`config.mk`:
```
export PLATFORM = sky130hd
export DESIGN_NAME = led_bar_arbiter
export DESIGN_NICKNAME = d
export VERILOG_FILES = /design/src/rtl/led_bar_arbiter.sv
export SDC_FILE = /design/constraint.sdc
export NUM_CORES = 1
export LEC_CHECK = 0
export CAP_MARGIN = 25
export CORE_ASPECT_RATIO = 0.5
export CORE_MARGIN = 4
export CORE_UTILIZATION = 25
export DETAILED_ROUTE_END_ITERATION = 10
export MAX_ROUTING_LAYER = met4
export SLEW_MARGIN = 5
export SYNTH_ARGS = -nofsm -noshare
export SYNTH_HDL_FRONTEND = slang
export SYNTH_SLANG_ARGS = --single-unit
```
`constraint.sdc`:
```
create_clock -name clk -period 2.2 [get_ports clk]
set_input_delay 0.33 -clock clk [delete_from_list [all_inputs] [get_ports clk]]
set_output_delay 0.33 -clock clk [all_outputs]
set_load 0.03 [all_outputs]
```
`src/rtl/led_bar_arbiter.sv`:
```
// Purpose : round-robin owner of the LED bar among NREQ pattern sources, with a minimum dwell per owner.
// Latency : 1 cycle from req/pattern to grant/led/busy; owner handover takes a single edge.
// Backpr. : none; a source holds req until granted, and non-owner requests are not stored during dwell.
//
// Ports:
//   clk, rstn        system clock, asynchronous active-low reset
//   req[NREQ]        level request per source
//   pattern          source i drives bits [i*LED_W +: LED_W]
//   grant[NREQ]      one-hot current owner, zero when idle (registered)
//   led[LED_W]       bar drive: owner pattern or IDLE_PATTERN (registered)
//   busy             high while a grant is held (registered)
module led_bar_arbiter #(
    parameter int               NREQ         = 4,
    parameter int               LED_W        = 7,
    parameter int               HOLD         = 12000000,
    parameter logic [LED_W-1:0] IDLE_PATTERN = 7'h7F
) (
    input  logic                  clk,
    input  logic                  rstn,
    input  logic [NREQ-1:0]       req,
    input  logic [NREQ*LED_W-1:0] pattern,
    output logic [NREQ-1:0]       grant,
    output logic [LED_W-1:0]      led,
    output logic                  busy
);

    localparam int IW = (NREQ > 1) ? $clog2(NREQ) : 1;
    localparam int CW = $clog2(HOLD + 1);
    localparam logic [CW-1:0] RELOAD   = CW'(HOLD - 1);
    localparam logic [IW-1:0] LAST_RST = IW'(NREQ - 1);

    typedef enum logic {
        ST_IDLE  = 1'b0,
        ST_OWNED = 1'b1
    } state_t;

    state_t          state;
    logic [IW-1:0]   owner;
    logic [IW-1:0]   last;
    logic [CW-1:0]   cnt;

    // Per-source view of the flat pattern bus.
    logic [LED_W-1:0] pat_arr [NREQ];

    genvar gi;
    generate
        for (gi = 0; gi < NREQ; gi++) begin : g_pat
            assign pat_arr[gi] = pattern[gi*LED_W +: LED_W];
        end
    endgenerate

    // Candidates for the next owner. While owned, the current owner is
    // masked out so the pick always names somebody else.
    logic [NREQ-1:0] cand;
    logic            pick_vld;
    logic [IW-1:0]   pick_idx;
    logic [IW-1:0]   scan_idx;

    always_comb begin
        cand = (state == ST_OWNED) ? (req & ~grant) : req;
    end

    // Scan last+1, last+2, ... modulo NREQ; first hit wins.
    always_comb begin
        pick_vld = 1'b0;
        pick_idx = '0;
        scan_idx = '0;
        for (int k = 1; k <= NREQ; k++) begin
            scan_idx = IW'((int'(last) + k) % NREQ);
            if (!pick_vld && cand[scan_idx]) begin
                pick_vld = 1'b1;
                pick_idx = scan_idx;
            end
        end
    end

    logic own_req;
    logic take_new;

    always_comb begin
        own_req  = req[owner];
        // A new owner is taken when idle, when the owner lets go, or when
        // the dwell has expired; only ever if somebody else is waiting.
        take_new = pick_vld &&
                   ((state == ST_IDLE) || !own_req || (cnt == '0));
    end

    always_ff @(posedge clk or negedge rstn) begin
        if (!rstn) begin
            state <= ST_IDLE;
            owner <= '0;
            last  <= LAST_RST;
            cnt   <= '0;
            grant <= '0;
            led   <= IDLE_PATTERN;
            busy  <= 1'b0;
        end else begin
            if (take_new) begin
                // Covers first grant, release handover and preemption alike;
                // led follows the new owner on the same edge so no idle
                // pattern appears between owners.
                state <= ST_OWNED;
                owner <= pick_idx;
                last  <= pick_idx;
                cnt   <= RELOAD;
                grant <= NREQ'(1) << pick_idx;
                led   <= pat_arr[pick_idx];
                busy  <= 1'b1;
            end else if (state == ST_OWNED && own_req) begin
                // Keep owner; live pattern changes pass straight through.
                led <= pat_arr[owner];
                if (cnt != '0) begin
                    cnt <= cnt - CW'(1);
                end
            end else begin
                // Idle, or owner released with nobody waiting.
                state <= ST_IDLE;
                grant <= '0;
                led   <= IDLE_PATTERN;
                busy  <= 1'b0;
                cnt   <= '0;
            end
        end
    end

endmodule

```
Yosys cells after proc, flatten, opt, wreduce, memory -nomap -nowiden
Index checks and enable logic that the tools add are counted.
Storage, ports and cells
  register bits: 40
  word-level logic and storage cells: 73
Cells by class
  add/sub/neg operators: 5
  order comparisons: 7
  equality and inequality tests: 2
  shift-type cells: 1
  muxes and demuxes: 34
  bitwise gates (word level): 5
  reductions and logical operators: 13
Operator list (number)
  24-bit two-way mux: 3
  7-bit two-way mux: 6
  7-bit binary-select mux with 2-bit select: 2
  24-bit logical NOT: 1
  24-bit nonzero test: 1
  24-bit by 1-bit subtractor with 24-bit output (second input constant): 1
  2-bit by 3-bit < comparator with 1-bit output (second input constant): 5
  4-bit two-way mux: 3
  1-bit two-way mux: 11
  1-bit binary-select mux with 2-bit select: 5
  2-bit two-way mux: 4
  3-bit greater-or-equal comparator (second input constant): 2
  2-bit NOT with 3-bit output: 2
  1-bit logical AND: 5
  2-bit by 1-bit adder with 2-bit output (second input constant): 2
  2-bit adder (second input constant): 2
  4-bit bitwise AND: 1
  1-bit logical NOT: 4
  4-bit NOT: 1
  1-bit by 2-bit << shifter with 4-bit output (first input constant): 1
  3-bit by 2-bit inequality test with 1-bit output (second input constant): 1
  1-bit logical OR: 2
  2-bit inequality test (second input constant): 1
  1-bit NOT: 1

Longest topological paths before layout
Gate-level depths: netlist of the first run.
  depth after elaboration: 20
  gate-level depth with buffers: 10
  depth with buffers taken out: 9

Worst setup path after synthesis of the first run
Ideal clock, no wire load.
  kind: register to register
  start point: register last[0]
  end point: register led[0]
  library setup time: 0.098 ns
  arrival: 2.243 ns
  data required time: 2.102 ns
  slack: -0.142 ns
  cell stages (with the launch flop): 9
  clock period less this slack: 2.342 ns
  path through: dfstp_2 > mux2_2 > a221o_1 > a311oi_1 > o211ai_1 > buf_4 > buf_6 > mux2i_1 > a221oi_1
Between the ends
  word-level cells in the longest chain between the ends: 18
  elaborated cells on any way between the ends: 32
  classes of those cells: add/sub: 4; mux: 20; bitwise: 1; reduce/logical: 7
RTL lines
  from (decl): line 39  | logic [IW-1:0] last;
  from (signal assigned): line 104  | last <= pick_idx;
  2-bit by 1-bit adder with 2-bit output: line 69  | scan_idx = IW'((int'(last) + k) % NREQ);
  1-bit binary-select mux with 2-bit select: line 70  | if (!pick_vld && cand[scan_idx]) begin
  1-bit two-way mux (implied by the code): line 70
  1-bit two-way mux: line 70
  1-bit logical NOT: line 70
  1-bit logical AND: line 70
  1-bit two-way mux: line 70
  1-bit logical NOT: line 70
  1-bit logical AND: line 70
  1-bit two-way mux: line 70
  1-bit logical NOT: line 70
  1-bit logical AND: line 70
  2-bit two-way mux: line 70
  2-bit NOT with 3-bit output (implied by the code): line 107  | led <= pat_arr[pick_idx];
  7-bit binary-select mux with 2-bit select: line 107
  7-bit two-way mux (implied by the code) (2 in series): line 107
  7-bit two-way mux (*): line 98  | if (take_new) begin
  to (signal assigned): line 107
  to (signal assigned): line 111  | led <= pat_arr[owner];
  to (decl): line 23  | output logic [LED_W-1:0] led,
Every way passes the cells marked *; elsewhere a longest branch is shown, timed or not. The select of a mux whose other input is x is not followed.
A chain may end at the register's enable or synchronous reset.

Worst setup path in the final report of the first run
  start point: register last[0]
  end point: register led[1]
Same word-level chain as after synthesis.

==> results.json, run 1 <==
{
  "status": "finished, violations left",
  "failed_checks": "negative setup slack",
  "first_pass_iters": 4,
  "area_growth_syn_to_layout_pct": 65.7,
  "r2r_cells": 10,
  "grt_usage_pct": 13.2,
  "slew_violations": 0,
  "synth_common_cells": "dfrtp_1, nor2_1, mux2i_1",
  "power.density_nw_per_um2": 1410,
  "post_drt_wl_per_cell_um": 16.0,
  "crit_end": "led[1]$_DFF_PN1_",
  "fmax_ghz": 0.415,
  "io_pins": 46,
  "cts_tree": "built",
  "finalCritPeriodShare_pct": 110,
  "synth_compound_area_share_pct": 15.7,
  "synth_edf_count": 0,
  "synth.ff_latch_count": 40,
  "multi_input_area_sq_um": 1700,
  "synth_flop_cell": "dfrtp_1",
  "max_slew_margin_pct": 66.0,
  "synth_fp_nets": 275,
  "vias": 2407,
  "hpwl_um": 5400,
  "syn-instance-count": 240,
  "die_x_um": 151,
  "maxCapViolCount": 0,
  "synthesis.yosys.warnings": 0,
  "synth_top_family_by_area": "simple AND/OR/NAND/NOR gates",
  "synth_area_leaders": "dfrtp_1, dfstp_2, mux4_2",
  "htreeDepth": 2,
  "skew_ns": 0.00516,
  "synthAdderAreaFrac_pct": 0.487,
  "critPathLaunchType": "flop",
  "start_util_pct": 26.4,
  "slowest_stage": "dfstp_2",
  "wl_um": 7930,
  "critPathKind": "flop to flop",
  "grt_max_degree": 23,
  "cts-root-buf": "clkbuf_16",
  "grt_pass1_wl_um": 12300,
  "power_mw": 6.01,
  "cp-end-kind": "flop",
  "vdd_ir_drop_max_uv": 634,
  "timing.rr.start": "last[0]$_DFFE_PN1P_",
  "pre_cts_slack_ns": -0.293,
  "tightest_slew_ns": 0.510,
  "ys_types": 51,
  "synth_area_leader_cell": "dfrtp_1",
  "seq_area_frac_synth_pct": 39.4,
  "antennaDiodeCount": 0,
  "clk_pin_slew_ns": 0.06,
  "port-buffer-count": 45,
  "crit_fanout": 10,
  "min_path_type": "primary input to asynchronous set/reset pin",
  "critPathBufInv": 3,
  "die_area_sq_um": 12100,
  "muxShareOfSynthArea_pct": 15.0,
  "nets": 393,
  "drc": 0,
  "path_delay_family": "compound AO/OA/AOI/OAI gates",
  "synth_xor_area_share_pct": 5.80,
  "cp_common_cell": "buf_4",
  "final.setup.worst_slack_ns": -0.212,
  "row_count": 25,
  "antenna_found_initial": 0,
  "synth.most_common_cell": "dfrtp_1",
  "worstSetupStartpoint": "last[0]$_DFFE_PN1P_",
  "post_drt_via_cell_ratio": 4.87,
  "r2r-end": "led[1]$_DFF_PN1_",
  "rsz0062_at_grt": "yes",
  "clock-sinks": 40,
  "core_sq_um": 9730,
  "clk_latency_ns": 0.28,
  "synth_simple_gate_area_share_pct": 17.3,
  "grt.overflow.total": 0,
  "ant_nets": 0,
  "die_height_um": 79.7,
  "drt_iter0_markers": 115,
  "r2r_slack_ns": -0.21,
  "hold_violations": 0,
  "cp_cell_sequence": "mux2_4 > a221o_1 > buf_4 > nor2_1 > o21ai_1 > o211ai_1 > buf_4 > buf_12 > mux2i_1 > a221oi_2",
  "synth.cell_area_sq_um": 2570,
  "async_reset_ff_share_pct": 100,
  "cp.required_ns": 2.40,
  "arrival_ns": 2.61,
  "avgSynthCellArea_sq_um": 10.7,
  "cts_max_path_buffers": 2,
  "fill_cells": 864,
  "synth_top_area_share_pct": 30.2,
  "cpPeakStageDelay_ns": 0.55,
  "fin_crit_ns": 2.41,
  "grt_pass1_vias": 2433,
  "cts_buffers": 5,
  "finalSetupViolCount": 29,
  "layout.area.seq_sq_um": 1010,
  "critical_path_depth": 10,
  "gp_congestion": 0.886,
  "drive_above_1_share_pct": 47.1,
  "p_leak_nw": 1.82
}
state kept, by name, summed over array words and instances (netlist names):
name	flops
grant	4
cnt	24
state	1
owner	2
last	2
led	7
through the flow:
step | cell area (sq um) | utilization, % | setup TNS (ns) | std cells | hold slack [ns]
2_1_floorplan | 2600 | - | -0.908 | 240 | 0.0344
6_report | 4260 | 43.7 | -2.38 | 494 | 0.0113
4_1_cts | 4000 | 41.1 | -1.88 | 485 | 0.0149
3_5_place_dp | 3550 | 36.5 | -6.98 | 465 | 0.319
5_1_grt | 4260 | 43.7 | -5.37 | 494 | 0.0426
3_3_place_gp | 3550 | 36.5 | -5.66 | 465 | 0.320
layout make-up:
type / instances / share of cell area (%)
Multi-Input combinational cell: 174 / 39.8
Timing Repair Buffer: 126 / 27.1
Sequential cell: 40 / 23.8
Tap cell: 135 / 3.97
Clock buffer: 7 / 3.59
Inverter: 11 / 0.970
Clock inverter: 1 / 0.706
how the worst min path moves through the flow:
stage                     cells after the start                 end  startpoint  slack [ns]
final                                         1  cnt[7]$_DFFE_PN0P_        rstn        0.01
after global placement                        1  cnt[7]$_DFFE_PN0P_        rstn        0.32
after global routing                          1  cnt[8]$_DFFE_PN0P_        rstn        0.04
after floorplan                               0  cnt[0]$_DFFE_PN0P_        rstn        0.03
after CTS                                     1  cnt[8]$_DFFE_PN0P_        rstn        0.01
after detailed placement                      1  cnt[8]$_DFFE_PN0P_        rstn        0.32
layer usage:
metal / global-route usage, % / wire, um / up-vias / part of all wire (%)
met5: - / 0 / - / 0
met1: 17.0 / 3500 / 1229 / 44
met2: 21.6 / 4090 / 39 / 52
met4: 3.98 / 119 / 0 / 1.5
li1: - / - / 1127 / -
met3: 2.16 / 218 / 12 / 2.7
cell usage in the layout (no fill, tap or decap), types with 3 or more instances in the layout:
cell	netlist	layout
a21o_1	5	5
a21oi_1	14	5
a21oi_2	2	10
a221oi_2	0	5
a22o_1	4	3
a22oi_1	3	3
a311oi_1	5	3
buf_12	0	3
buf_4	1	69
buf_6	6	7
clkbuf_16	0	6
clkdlybuf4s50_1	0	44
dfrtp_1	31	31
dfstp_2	9	9
inv_1	11	9
mux2_2	4	3
mux2i_1	16	15
mux4_2	8	8
nand2_1	6	4
nand2b_1	4	4
nor2_1	27	23
nor2_4	0	3
nor3_1	7	3
nor3_4	1	4
nor4_4	1	3
o21ai_1	0	3
or3_4	2	6
or4_4	1	3
xnor2_1	12	10
xor2_1	5	5
where the power goes:
group	total (mW)	internal [mW]	leakage [nW]	switching [mW]
Sequential	1.27	1.07	0.442	0.201
Combinational	3.85	2.03	1.29	1.82
Clock	0.885	0.597	0.0901	0.288
logic make-up (layout without fill, tap and decap cells):
logic type,count (synthesis),after routing
compound gates,55,55
xor+xnor,17,17
fa+ha+maj,1,1
buf+inv,26,145
flops,40,40
mux,28,28
simple gates,73,73
worst reg2reg max path, delay by kind of cell, from the launching register on:
kind                   cells  cell delay [ns]
multiplexers               2             0.41
AO/OA/AOI/OAI              4             0.77
buffers and inverters      3             0.50
flip-flops                 1             0.55
AND/OR/NAND/NOR            1             0.09
what timing repair did:
action                                  in CTS  in global routing
pin swaps                                   19                 14
hold buffers                                 0                  0
buffers inserted                             9                  8
endpoints found under the setup margin      36                 34
cloned                                       3                  1
resized for setup                           34                 37
Power figures use the tool's default switching activity.
==> run 2, diff against run 1 <==
--- a/config.mk
+++ b/config.mk
@@ -5,12 +5,13 @@
 export SDC_FILE = /design/constraint.sdc
 export NUM_CORES = 1
 export LEC_CHECK = 0
-export CAP_MARGIN = 25
+export ABC_CLOCK_PERIOD_IN_PS = 2200
 export CORE_ASPECT_RATIO = 0.5
 export CORE_MARGIN = 4
 export CORE_UTILIZATION = 25
 export DETAILED_ROUTE_END_ITERATION = 10
 export MAX_ROUTING_LAYER = met4
+export RECOVER_POWER = 100
 export SLEW_MARGIN = 5
 export SYNTH_ARGS = -nofsm -noshare
 export SYNTH_HDL_FRONTEND = slang
==> results.json, run 2 (synthesized netlist as in run 1, its figures left out) <==
{
  "grt_pass1_vias": 2433,
  "post_drt_wl_per_cell_um": 16.1,
  "drive_above_1_share_pct": 46.0,
  "vias": 2416,
  "hold_buffers": 0,
  "finalSetupTns_ns": -3.84,
  "grt_usage_pct": 13.2,
  "drt_iter0_markers": 123,
  "maxCapViolCount": 0,
  "cts_buffers": 5,
  "crit_fanout": 10,
  "first_pass_iters": 4,
  "failed_checks": "negative setup slack",
  "cp_cell_sequence": "mux2_4 > a221o_1 > buf_4 > nor2_1 > o21ai_1 > o211ai_1 > buf_4 > buf_12 > mux2i_1 > a221oi_2",
  "skew_ns": 0.00568,
  "cp.required_ns": 2.40,
  "die_height_um": 79.7,
  "area_growth_syn_to_layout_pct": 64.5,
  "post_drt_via_cell_ratio": 4.89,
  "slowest_stage": "dfstp_2",
  "die_area_sq_um": 12100,
  "layout_common_cells": "buf_4, clkdlybuf4s50_1, dfrtp_1, nor2_1, mux2i_1",
  "critPathLaunchType": "flop",
  "r2r_cells": 10,
  "antennaDiodeCount": 0,
  "power_mw": 5.97,
  "cp-end-kind": "flop",
  "hold_violations": 0,
  "fin_crit_ns": 2.41,
  "start_util_pct": 26.4,
  "gp_congestion": 0.886,
  "cts_tree": "built",
  "critPathBufInv": 3,
  "io_pins": 46,
  "vdd_ir_drop_max_uv": 644,
  "cp_common_cell": "buf_4",
  "core_sq_um": 9730,
  "power.density_nw_per_um2": 1410,
  "grt_pass1_wl_um": 12300,
  "clock-sinks": 40,
  "antenna_found_initial": 0,
  "nets": 393,
  "arrival_ns": 2.61,
  "regMostFlops": "cnt",
  "holdWs_ns": 0.267,
  "wl_um": 7970,
  "path_delay_family": "compound AO/OA/AOI/OAI gates",
  "clk_pin_slew_ns": 0.06,
  "cts-root-buf": "clkbuf_16",
  "status": "finished, violations left",
  "max_slew_margin_pct": 20.9,
  "cts_max_path_buffers": 2,
  "hpwl_um": 5400,
  "mostFrequentLayoutCell": "buf_4",
  "fmax_ghz": 0.414,
  "die_x_um": 151,
  "grt_max_degree": 23,
  "grt.overflow.total": 0,
  "critPathKind": "flop to flop",
  "rsz0062_at_grt": "yes",
  "final.setup.worst_slack_ns": -0.215,
  "finalCritPeriodShare_pct": 110,
  "worstSetupStartpoint": "last[0]$_DFFE_PN1P_",
  "port-buffer-count": 45,
  "p_leak_nw": 1.78,
  "htreeDepth": 2,
  "largest_reg_flops": 24,
  "min_path_type": "primary input to asynchronous set/reset pin",
  "row_count": 25,
  "timing.rr.start": "last[0]$_DFFE_PN1P_",
  "finalSetupViolCount": 34,
  "tightest_slew_ns": 1.19,
  "top_regs": "cnt: 24 flops, led: 7 flops, grant: 4 flops",
  "cpPeakStageDelay_ns": 0.55,
  "critical_path_depth": 10,
  "drc": 0,
  "slew_violations": 0,
  "clk_latency_ns": 0.28,
  "ant_nets": 0
}
==> run 2: per-layer routing <==
metal | share of wire, % | vias to the layer above | global-route usage, %
li1 | - | 1128 | -
met1 | 44 | 1235 | 17.0
met2 | 52 | 43 | 21.6
met3 | 2.6 | 10 | 2.16
met4 | 1.4 | 0 | 3.98
met5 | 0 | - | -
==> run 2: report_power, final <==
group	total, mW	internal, mW	switching [mW]
Clock	0.885	0.597	0.288
Sequential	1.26	1.07	0.194
Combinational	3.82	1.99	1.83
Total	5.97	3.66	2.31
==> run 2: repair_timing <==
item | CTS | global route
pin swaps | 19 | 14
buffers inserted | 9 | 8
endpoints found under the setup margin | 36 | 34
resized for setup | 34 | 37
cloned | 3 | 1
==> run 2: final cells by class <==
type	instances	area, sq um
clock buffers	7	153
clock inverters	1	30.0
fillers	868	5500
inverters	11	41.3
multi-input cells	174	1670
flip-flops and latches	40	1010
well taps	135	169
repair buffers	126	1150
==> run 2: final timing paths <==
path	end	slack, ns
max	led[1]$_DFF_PN1_	-0.21
min	cnt[8]$_DFFE_PN0P_	0.27
max reg2reg	led[1]$_DFF_PN1_	-0.21
min reg2reg	last[1]$_DFFE_PN1P_	0.55
max in group asynchronous	grant[1]$_DFFE_PN0P_	0.85
min in group clk	last[1]$_DFFE_PN1P_	0.55
==> run 2: per-stage QoR <==
| stage | cell area, sq um | utilization, % | worst slack, ns | std cells |
|---|---|---|---|---|
| after floorplan | 2600 | - | -0.107 | 240 |
| after global placement | 3550 | 36.5 | -0.235 | 465 |
| after detailed placement | 3550 | 36.5 | -0.293 | 465 |
| after CTS | 4000 | 41.1 | -0.247 | 485 |
| after global routing | 4220 | 43.4 | -0.335 | 494 |
| final | 4220 | 43.4 | -0.215 | 494 |
